`src/rtl/clk_div_multi.sv`:
```
// clk_div_multi: NCH-channel programmable clock divider / tick generator.
// Each channel divides clk by a runtime-loadable half-period d and emits a
// one-cycle registered tick every d enabled cycles plus a 50%-duty square
// wave sq that toggles on each tick. sq is a data signal, never a clock.
// Optional feature: define CLKDIV_READBACK_EN to add the rd_ch/rd_div
// divisor readback port (registered, 1-cycle latency).
module clk_div_multi #(
    parameter int unsigned NCH         = 4,
    parameter int unsigned CW          = 25,
    parameter int unsigned DEFAULT_DIV = 25000000,
    localparam int unsigned SW         = (NCH > 1) ? $clog2(NCH) : 1
) (
    input  logic           clk,
    input  logic           rst,
    input  logic [NCH-1:0] en,
    input  logic           sync,
    input  logic           load,
    input  logic [SW-1:0]  load_ch,
    input  logic [CW-1:0]  load_div,
    output logic [NCH-1:0] tick,
`ifdef CLKDIV_READBACK_EN
    input  logic [SW-1:0]  rd_ch,
    output logic [CW-1:0]  rd_div,
`endif
    output logic [NCH-1:0] sq
);

    // Per-channel state
    logic [CW-1:0]  r_div [NCH];
    logic [CW-1:0]  r_cnt [NCH];
    logic [NCH-1:0] r_tick;
    logic [NCH-1:0] r_sq;

    // Per-channel decode
    logic [NCH-1:0] w_load_sel;
    logic [CW-1:0]  w_lim [NCH];
    logic [NCH-1:0] w_wrap;

    // Load select, terminal count (d-1 with d=0 treated as 1) and wrap flag.
    // Matching load_ch against each in-range index means an index >= NCH
    // selects nothing, so out-of-range loads fall away without a compare.
    always_comb begin
        w_load_sel = '0;
        w_lim      = '{default: '0};
        w_wrap     = '0;
        for (int unsigned c = 0; c < NCH; c++) begin
            w_load_sel[c] = load && (load_ch == SW'(c));
            w_lim[c]      = (r_div[c] == '0) ? '0 : (r_div[c] - CW'(1));
            // >= rather than == recovers a counter left above a smaller divisor
            w_wrap[c]     = (r_cnt[c] >= w_lim[c]);
        end
    end

    // Divisor registers: written by load on the selected channel only; a
    // simultaneous sync does not block the write.
    always_ff @(posedge clk or posedge rst) begin
        if (rst) begin
            for (int unsigned c = 0; c < NCH; c++) begin
                r_div[c] <= CW'(DEFAULT_DIV);
            end
        end else begin
            for (int unsigned c = 0; c < NCH; c++) begin
                if (w_load_sel[c]) begin
                    r_div[c] <= load_div;
                end
            end
        end
    end

    // Counter, tick and square wave per channel; priority sync > load > count.
    always_ff @(posedge clk or posedge rst) begin
        if (rst) begin
            for (int unsigned c = 0; c < NCH; c++) begin
                r_cnt[c] <= '0;
            end
            r_tick <= '0;
            r_sq   <= '0;
        end else begin
            for (int unsigned c = 0; c < NCH; c++) begin
                if (sync) begin
                    r_cnt[c]  <= '0;
                    r_tick[c] <= 1'b0;
                    r_sq[c]   <= 1'b0;
                end else if (w_load_sel[c]) begin
                    r_cnt[c]  <= '0;
                    r_tick[c] <= 1'b0;
                end else if (en[c]) begin
                    if (w_wrap[c]) begin
                        r_cnt[c]  <= '0;
                        r_tick[c] <= 1'b1;
                        r_sq[c]   <= ~r_sq[c];
                    end else begin
                        r_cnt[c]  <= r_cnt[c] + CW'(1);
                        r_tick[c] <= 1'b0;
                    end
                end else begin
                    r_tick[c] <= 1'b0;
                end
            end
        end
    end

    assign tick = r_tick;
    assign sq   = r_sq;

`ifdef CLKDIV_READBACK_EN
    logic [CW-1:0] w_rd_val;
    logic [CW-1:0] r_rd_div;

    // Readback mux; an index >= NCH matches no channel and reads 0
    always_comb begin
        w_rd_val = '0;
        for (int unsigned c = 0; c < NCH; c++) begin
            if (rd_ch == SW'(c)) begin
                w_rd_val = r_div[c];
            end
        end
    end

    // Registered readback; samples the pre-load divisor on a same-cycle load
    always_ff @(posedge clk or posedge rst) begin
        if (rst) begin
            r_rd_div <= '0;
        end else begin
            r_rd_div <= w_rd_val;
        end
    end

    assign rd_div = r_rd_div;
`else
    // Readback disabled: no rd_ch/rd_div ports and no readback logic.
`endif

endmodule

```
`config.mk`:
```
export PLATFORM = sky130hd
export DESIGN_NAME = clk_div_multi
export DESIGN_NICKNAME = d
export VERILOG_FILES = /design/src/rtl/clk_div_multi.sv
export SDC_FILE = /design/constraint.sdc
export NUM_CORES = 1
export LEC_CHECK = 0
export ABC_AREA = 1
export CAP_MARGIN = 15
export CORE_MARGIN = 3
export CORE_UTILIZATION = 40
export CTS_BUF_LIST = sky130_fd_sc_hd__clkbuf_8
export DETAILED_ROUTE_END_ITERATION = 7
export GPL_TIMING_DRIVEN = 0
export HOLD_SLACK_MARGIN = 0.03
export PLACE_DENSITY = 0.55
export SYNTH_ARGS = -nofsm -noshare
export SYNTH_HDL_FRONTEND = slang
export SYNTH_SLANG_ARGS = --single-unit
```
`constraint.sdc`:
```
create_clock -name clk -period 12.32 [get_ports clk]
set_input_delay 1.848 -clock clk [delete_from_list [all_inputs] [get_ports clk]]
set_output_delay 1.848 -clock clk [all_outputs]
set_load 0.005 [all_outputs]
```
==> metrics.yaml, run 1 <==
cts:
  ctsResizeCount: 0
  clk_latency_ns: 0.58
  clk_pin_slew_ns: 0.06
  cts_tree: "yes"
  clk_path_buf_depth: 3
  cts-root-buf: "clkbuf_8"
  hold_buffers: 0
  cts_made_buffers: 41
  cts_setup_buffers: 0
  clock-sinks: 208
  cts.htree.levels: 2
die:
  io_pins: 43
  fp.dieH_um: 201
  initial_utilization_pct: 41.0
  die_x_um: 201
  rows: 70
  core_area_mm2: 0.0370
  die-area_mm2: 0.0403
hold_path:
  hold_class: "flop to flop"
worst_setup_path:
  start_kind: "input pin"
  path_max_fanout: 10
  arrival_ns: 4.42
  max_stage_delay_ns: 0.69
  path_cells: "clkdlybuf4s50_1 > buf_2 > inv_1 > nand3_2 > clkinv_1 > nand2_1 > o21ai_0"
  endpoint_kind: "flop"
  worst-path-buf-inv: 4
  path_class: "input pin to flop"
  crit_path_top_delay_cell: "clkdlybuf4s50_1"
  required_ns: 12.76
  worst_path_dominant_cell_family: "buffers and inverters"
finish:
  fillers: 3820
  layout-drive-gt1-share_pct: 8.30
  diodes: 0
  final_net_count: 2414
  area_growth_pct: 12.5
  layout_commonest_cell: "nand2_1"
  layout_common_cells: "nand2_1 (646), nor2_1 (269), inv_1 (247)"
  final_util_pct: 46.1
timing:
  final.setup_skew_ns: 0.0183
  hold_viol_final: 0
  worst_pin_slew_ns: 0.754
  clock.fmax_ghz: 0.251
  fin_hold_ws_ns: 0.498
  timing.final.crit_share_pct: 32.3
  min_period_ns: 3.98
  tns_ns: 0
  slew_viol_final: 0
  rsz0062_at_grt: "no"
  max_slew_margin_pct: 49.7
  setup_viol: 0
global_routing:
  grt_pass1_wl_um: 70500
  antenna_found_initial: 0
  grt_usage_pct: 21.4
  overflow: 0
  grt_max_degree: 106
  grt_pass1_vias: 13500
pwr:
  ir_worst_vdd_uv: 83.1
  p_leak_uw: 0.00833
  power_density_mw_per_mm2: 115
synth:
  synth-adder-area-share_pct: 8.90
  ys_seq_area_share_pct: 34.7
  synth_top_family_by_area: "simple AND/OR/NAND/NOR gates"
  synth_simple_gate_area_share_pct: 34.7
  syn_area_per_cell_um2: 6.95
  synth.area.top_cells: "dfrtp_1 (26%), nand2_1 (16%), ha_1 (8.9%), dfstp_2 (8.3%), nor2_1 (6.6%)"
  synth.distinct_cells: 45
  async_reset_ff_share_pct: 100
  synth_compound_gate_area_share_pct: 9.69
  syn_area_mm2: 0.0152
  ys_seq_elements: 208
  yosysTopAreaCellShare_pct: 26.4
  synth_top_area_cell: "dfrtp_1"
  synth-edff-count: 0
  synth_ff_type: "dfrtp_1"
  syn-instance-count: 2185
  syn_nets: 2328
  yosysWarnings: 0
  muxShareOfSynthArea_pct: 0
  synth_xor_area_share_pct: 4.79
routing:
  drcViolationCount: 0
  drt_iter0_drc: 950
  drtAntennaViolNets: 0
  post_drt_wl_per_cell_um: 15.4
  via_count: 14300
  wirelength_um: 43100
  drtPass1Iterations: 5
  viasPerCell: 5.08
run_status:
  status: "finished clean"
placement:
  gp_congestion: 0.893
  io_buffers: 42
  dpl.hpwl_um: 32900
flow_run:
  drv_cap: 0
## worst paths after layout
kind	start	endpoint	slack [ns]	cells past startpoint
min in group asynchronous	rst	r_cnt[70]	1.82	2
min reg2reg	r_div[61]	r_div[61]	0.50	2
max reg2reg	r_div[0]	r_cnt[23]	8.45	16
max in group asynchronous	rst	tick[1]	9.49	3
max	sync	r_cnt[20]	8.34	7
min	r_div[61]	r_div[61]	0.50	2
## per-stage QoR
stage	total power [µW]	worst slack (ns)	std cells	instance area [µm²]
after floorplan	1140	4.87	2185	15200
after global placement	1260	1.61	2731	16200
after detailed placement	1270	7.68	2732	16300
after CTS	2000	8.33	2805	17100
after global routing	2110	8.00	2805	17100
final	1970	8.34	2805	17100
## cell families after synthesis
kind of cell,after synthesis
buffers and inverters,285
DFF,208
adders and majority gates,108
AOI/OAI and AO/OA,271
xor gates and xnor gates,83
and+or+nand+nor,1230
## registers in the layout, indices dropped and copies added, names as in the netlist
| name | flops |
|---|---|
| r_cnt | 100 |
| r_div | 100 |
| sq | 4 |
| tick | 4 |
## tightest hold or removal path: cells and delay by family (launching register included)
kind             cells  cell delay [ns]
AND/OR/NAND/NOR      2             0.10
flip-flops           1             0.39
## metal layers
metal	vias up	part of all wire (%)	global-route usage (%)
met1	6653	49	30.0
met3	76	5.3	4.17
met5	-	0	0
met4	0	2.6	6.35
met2	271	44	33.6
li1	7257	-	-
## layout make-up
| class | count | area [µm²] | share of cell area, % |
|---|---|---|---|
| sequential | 208 | 5270 | 30.8 |
| clock inverter | 23 | 123 | 0.718 |
| tap | 504 | 631 | 3.69 |
| timing repair buffer | 43 | 448 | 2.62 |
| buffer | 45 | 206 | 1.21 |
| inverter | 240 | 908 | 5.32 |
| multi-input combinational | 1692 | 8820 | 51.6 |
| clock buffer | 50 | 688 | 4.03 |
## where the power goes
| part | total (µW) | leakage, µW | internal [µW] | switching, µW |
|---|---|---|---|---|
| Sequential | 833 | 0.00265 | 762 | 71.0 |
| Clock | 712 | 0.000479 | 386 | 325 |
| Combinational | 422 | 0.00520 | 152 | 270 |
| Total | 1970 | 0.00833 | 1300 | 666 |
## synth_stat cells, types with 2 or more instances
master / n
a21o_1: 12
a21oi_1: 55
a31o_2: 2
buf_2: 24
buf_4: 2
clkbuf_1: 19
dfrtp_1: 160
dfstp_2: 48
ha_1: 108
inv_1: 232
inv_2: 7
nand2_1: 646
nand2_2: 3
nand3_1: 158
nand3_2: 4
nand3b_1: 18
nand4_1: 31
nor2_1: 269
nor2_2: 16
nor2_4: 5
nor3_1: 46
nor3_2: 6
nor3_4: 2
nor3b_1: 5
nor4_1: 3
o211ai_1: 3
o21a_1: 6
o21ai_0: 153
o21ai_1: 6
o21bai_1: 3
o221ai_1: 2
o22ai_1: 26
or2_2: 12
xnor2_1: 17
xor2_1: 66
Power figures use the tool's default switching activity.
==> run 2, diff against run 1 <==
Settings changed: PLACE_DENSITY 0.55 to 0.57.
Clock period 12.32 ns to 3.45 ns, I/O delays scaled along.
==> run 2 against run 1 <==
  * Sequential cell count did not move
  * First-iteration DRC count fell by 6.2%
  * Clock skew rose by 0.014 ns
  * Worst setup slack got worse by 8.2 ns
  * Non-clock buffer count rose by 32
  * Die area did not move
  * Largest cell class unchanged
==> metrics.yaml, run 2 (synthesis gave the netlist of run 1 again) <==
cts:
  clk_path_buf_depth: 3
  cts_tree: "yes"
  clock-sinks: 208
  clk_pin_slew_ns: 0.06
  clk_latency_ns: 0.60
  cts_made_buffers: 40
  cts.htree.levels: 2
  cts-root-buf: "clkbuf_8"
die:
  die-area_mm2: 0.0403
  rows: 70
  die_x_um: 201
  io_pins: 43
  fp.dieH_um: 201
  initial_utilization_pct: 41.0
  core_area_mm2: 0.0370
pwr:
  power_density_mw_per_mm2: 403
  p_leak_uw: 0.00859
  p_total_uw: 7130
  ir_worst_vdd_uv: 233
routing:
  drtPass1Iterations: 5
  drtAntennaViolNets: 0
  wirelength_um: 43700
  post_drt_wl_per_cell_um: 15.4
  viasPerCell: 5.08
  drt_iter0_drc: 891
  via_count: 14400
  drcViolationCount: 0
global_routing:
  grt_usage_pct: 21.4
  grt_pass1_vias: 13800
  overflow: 0
  grt_max_degree: 42
  antenna_found_initial: 0
  grt_pass1_wl_um: 71000
finish:
  top_regs: "r_cnt: 100 flops, r_div: 100 flops"
  fin_cells: 2836
  layout-drive-gt1-share_pct: 12.0
  layout_common_cells: "nand2_1 (640), nor2_1 (253), inv_1 (243)"
  final_net_count: 2445
  diodes: 0
  fillers: 3802
  layout_commonest_cell: "nand2_1"
  final_util_pct: 47.8
  area_growth_pct: 16.6
timing:
  worst_pin_slew_ns: 0.654
  slew_viol_final: 0
  max_slew_margin_pct: 56.3
  rsz0062_at_grt: "yes"
  setup_viol: 0
  final.setup_skew_ns: 0.0327
  timing.final.crit_share_pct: 96.3
  min_period_ns: 3.32
  fin_ws_ns: 0.129
  clock.fmax_ghz: 0.301
  tns_ns: 0
  hold_viol_final: 0
placement:
  dp.cells: 2737
  pre_cts_ws_ns: -0.299
  dpl.hpwl_um: 33300
  gp_congestion: 0.900
  io_buffers: 42
worst_setup_path:
  path_class: "flop to flop"
  endpoint_kind: "flop"
  start_kind: "flop"
  arrival_ns: 3.85
  required_ns: 3.98
  path_max_fanout: 7
flow_run:
  drv_cap: 0
run_status:
  status: "finished clean"
hold_path:
  hold_class: "input pin to asynchronous set/reset pin"
## run 2: cell count changes in the layout (fill, tap and decap cells not counted), moves of 7 or more
cell      before  now
inv_2          7   14
buf_4          2   25
nor2_2        16   25
buf_2         24   17
buf_6          0   10
nor2_1       269  253
nand3_2        4   22
clkbuf_8      50   42
nand3_1      158  139
nor2_4         5   12
## run 2: worst max-delay path, cell delays in order, from the launching register on
cell	delay (ns)
dfrtp_1	0.37
inv_2	0.09
ha_4	0.16
nand2_4	0.05
or2_4	0.26
nor2_4	0.18
nand2_4	0.10
nor2_4	0.13
nand2_2	0.08
nor2_4	0.24
a21oi_2	0.06
o21ai_2	0.08
ha_1	0.25
a21oi_1	0.15
nor2_1	0.05
nor2_1	0.10
nand2_1	0.08
nor2_2	0.12
nand3_2	0.10
nor2_4	0.27
buf_4	0.17
nand3b_1	0.08
nand2_1	0.08
## run 2: path summary, 6_finish.rpt
check,from,endpoint,depth (start not counted),slack (ns)
max,r_div[26],r_cnt[47],22,0.13
min,rst,r_cnt[73],2,0.27
max reg2reg,r_div[26],r_cnt[47],22,0.13
min reg2reg,r_div[91],r_div[91],2,0.50
max in group asynchronous,rst,r_cnt[7],6,1.92
min in group clk,load_div[13],r_div[13],3,0.49
## run 2: repair_timing
action                     CTS  global route
buffers inserted             2            23
setup endpoints to repair   74           106
hold buffers                 0             0
cloned                       0             2
pin swaps                    1            46
resized for setup           13            92
## run 2: through the flow
step | instance area, µm² | hold slack, ns
detailed placement | 16400 | 0.487
global placement | 16200 | 0.484
floorplan | 15200 | 0.464
CTS | 17200 | 0.227
global route | 17700 | 0.269
finish | 17700 | 0.265
## run 2: final cells by class
cell class / instances / area [µm²] / area share [%]
clock buffers: 42 / 578 / 3.26
inverters: 240 / 905 / 5.11
clock inverters: 30 / 214 / 1.21
multi-input cells: 1692 / 9110 / 51.4
plain buffers: 45 / 250 / 1.41
flip-flops and latches: 208 / 5270 / 29.7
repair buffers: 75 / 754 / 4.26
well taps: 504 / 631 / 3.56
## run 2: per-layer routing
metal | vias to the layer above | global-route usage, % | share of wire [%]
met5 | - | 0 | 0
met4 | 0 | 6.57 | 2.3
met3 | 69 | 3.06 | 4.2
met2 | 304 | 35.3 | 46
met1 | 6724 | 29.2 | 48
li1 | 7324 | - | -
## run 2: report_power, final
part           switching [µW]  total [µW]  internal [µW]
sequential                267        2990           2720
combinational            1020        1620            602
clock                    1160        2520           1360
==> run 3, diff against run 2 <==
Settings changed: CELL_PAD_IN_SITES_DETAIL_PLACEMENT set to 1, CELL_PAD_IN_SITES_GLOBAL_PLACEMENT set to 2, CORE_MARGIN 3 to 2, CORE_UTILIZATION 40 to 35, DONT_BUFFER_PORTS set to 1, PLACE_DENSITY 0.57 to 0.78.
==> run 3 against run 2 <==
  * Combinational power is essentially flat
  * Largest cell class unchanged
  * Clock-buffer cell count grew 16
  * Worst setup slack gained 0.061 ns
  * Highest routed layer is now met5
==> metrics.yaml, run 3 (synthesis gave the netlist of run 1 again) <==
die:
  initial_utilization_pct: 35.3
  io_pins: 43
  die-area_mm2: 0.0451
  fp.dieH_um: 212
  rows: 76
  core_area_mm2: 0.0430
  die_x_um: 212
worst_setup_path:
  path_max_fanout: 6
  arrival_ns: 3.80
  endpoint_kind: "flop"
  required_ns: 3.99
  path_class: "flop to flop"
  start_kind: "flop"
cts:
  cts_made_buffers: 42
  clock-sinks: 208
  cts-root-buf: "clkbuf_8"
  cts.htree.levels: 2
  cts_tree: "yes"
  clk_latency_ns: 0.62
  clk_pin_slew_ns: 0.06
  clk_path_buf_depth: 3
routing:
  drt_iter0_drc: 593
  wirelength_um: 51100
  dr_wl_met3_um: 2720
  post_drt_wl_per_cell_um: 17.5
  viasPerCell: 5.09
  met1Wirelength_um: 23800
  met2_length_um: 23700
  drcViolationCount: 0
  routed.top_layer: "met5"
  drtAntennaViolNets: 0
  via_count: 14800
  drtPass1Iterations: 5
timing:
  worst_pin_slew_ns: 0.794
  fin_ws_ns: 0.190
  timing.final.crit_share_pct: 94.5
  final.setup_skew_ns: 0.0231
  clock.fmax_ghz: 0.307
  slew_viol_final: 0
  min_period_ns: 3.26
  max_slew_margin_pct: 47.0
  setup_viol: 0
  hold_viol_final: 0
finish:
  layout_commonest_cell: "nand2_1"
  layout_common_cells: "nand2_1 (641), nor2_1 (247), inv_1 (235)"
  fillers: 5545
  final_net_count: 2436
  top_regs: "r_cnt: 100 flops, r_div: 100 flops"
  fin_cells: 2914
  area_growth_pct: 17.1
  layout-drive-gt1-share_pct: 12.8
pwr:
  ir_worst_vdd_uv: 323
  p_leak_uw: 0.00862
  power_density_mw_per_mm2: 424
  p_total_uw: 7530
global_routing:
  grt_max_degree: 43
  grt_usage_pct: 23.3
  grt_pass1_wl_um: 82600
  antenna_found_initial: 4
  grt_pass1_vias: 15400
  overflow: 0
flow_run:
  drv_cap: 0
placement:
  io_buffers: 0
  dpl.hpwl_um: 38500
  dp.cells: 2775
  pre_cts_ws_ns: -0.452
  gp_congestion: 0.846
hold_path:
  hold_class: "input pin to flop"
run_status:
  status: "finished clean"
==> run 3: worst max-delay path, cell delays in order, from the launching register on <==
cell     delay [ns]
dfrtp_1        0.39
inv_2          0.08
ha_2           0.19
nand2_2        0.07
or2_4          0.24
nor2_4         0.15
buf_4          0.13
nand4_1        0.18
buf_4          0.21
nand3_1        0.10
ha_1           0.24
nand2_1        0.09
inv_1          0.05
nand2_1        0.06
nand2_1        0.07
nand2_1        0.06
nand2_1        0.09
nor2_2         0.11
nand3_2        0.12
nor2_4         0.23
buf_6          0.17
nand3_1        0.07
nand2_1        0.08
==> run 3: layer usage <==
metal  global-route usage (%)  vias up
li1                         -     7306
met1                     30.7     7284
met2                     38.8      190
met3                     5.11       56
met4                     5.57        6
met5                        0        -
==> run 3: final cells by class <==
cell class / count / area, µm² / share of cell area, %
clock buffer: 58 / 798 / 4.49
multi-input combinational: 1692 / 9080 / 51.0
sequential: 208 / 5270 / 29.6
timing repair buffer: 64 / 612 / 3.44
antenna: 2 / 5.00 / 0.0281
clock inverter: 20 / 136 / 0.767
tap: 585 / 732 / 4.11
buffer: 45 / 258 / 1.45
inverter: 240 / 905 / 5.08
==> run 3: path summary, 6_finish.rpt <==
kind                             startpoint  depth (start not counted)         to  slack [ns]
worst min register to register    r_div[61]                          2  r_div[61]        0.49
min in group asynchronous               rst                          2  r_cnt[68]        0.45
worst max-delay path              r_div[25]                         22  r_cnt[25]        0.19
worst min-delay path            load_div[3]                          2   r_div[3]        0.07
max in group asynchronous               rst                          4  r_div[93]        2.03
worst max register to register    r_div[25]                         22  r_cnt[25]        0.19
==> run 3: timing repair <==
| item | CTS | global route |
|---|---|---|
| cloned | 0 | 3 |
| hold buffers | 24 | 0 |
| pin swaps | 6 | 24 |
| setup buffers | 10 | 22 |
| endpoints found under the hold margin | 80 | 0 |
| resized for setup | 25 | 80 |
| endpoints found under the setup margin | 93 | 107 |
==> run 3: power by group <==
group	internal, µW	switching (µW)	total [µW]	leakage [µW]
sequential	2720	271	2990	0.00265
combinational	588	1060	1650	0.00544
clock	1640	1250	2890	0.000530
==> run 3: through the flow <==
stage,area [µm²],util (%),setup TNS [ns],hold slack [ns]
3_3_place_gp,15900,37.0,-214.47,0.483
3_5_place_dp,16000,37.3,-23.09,0.487
5_1_grt,17800,41.4,-0.287,0.0654
4_1_cts,17400,40.4,0,0.0421
2_1_floorplan,15200,-,0,0.464
6_report,17800,41.4,0,0.0710
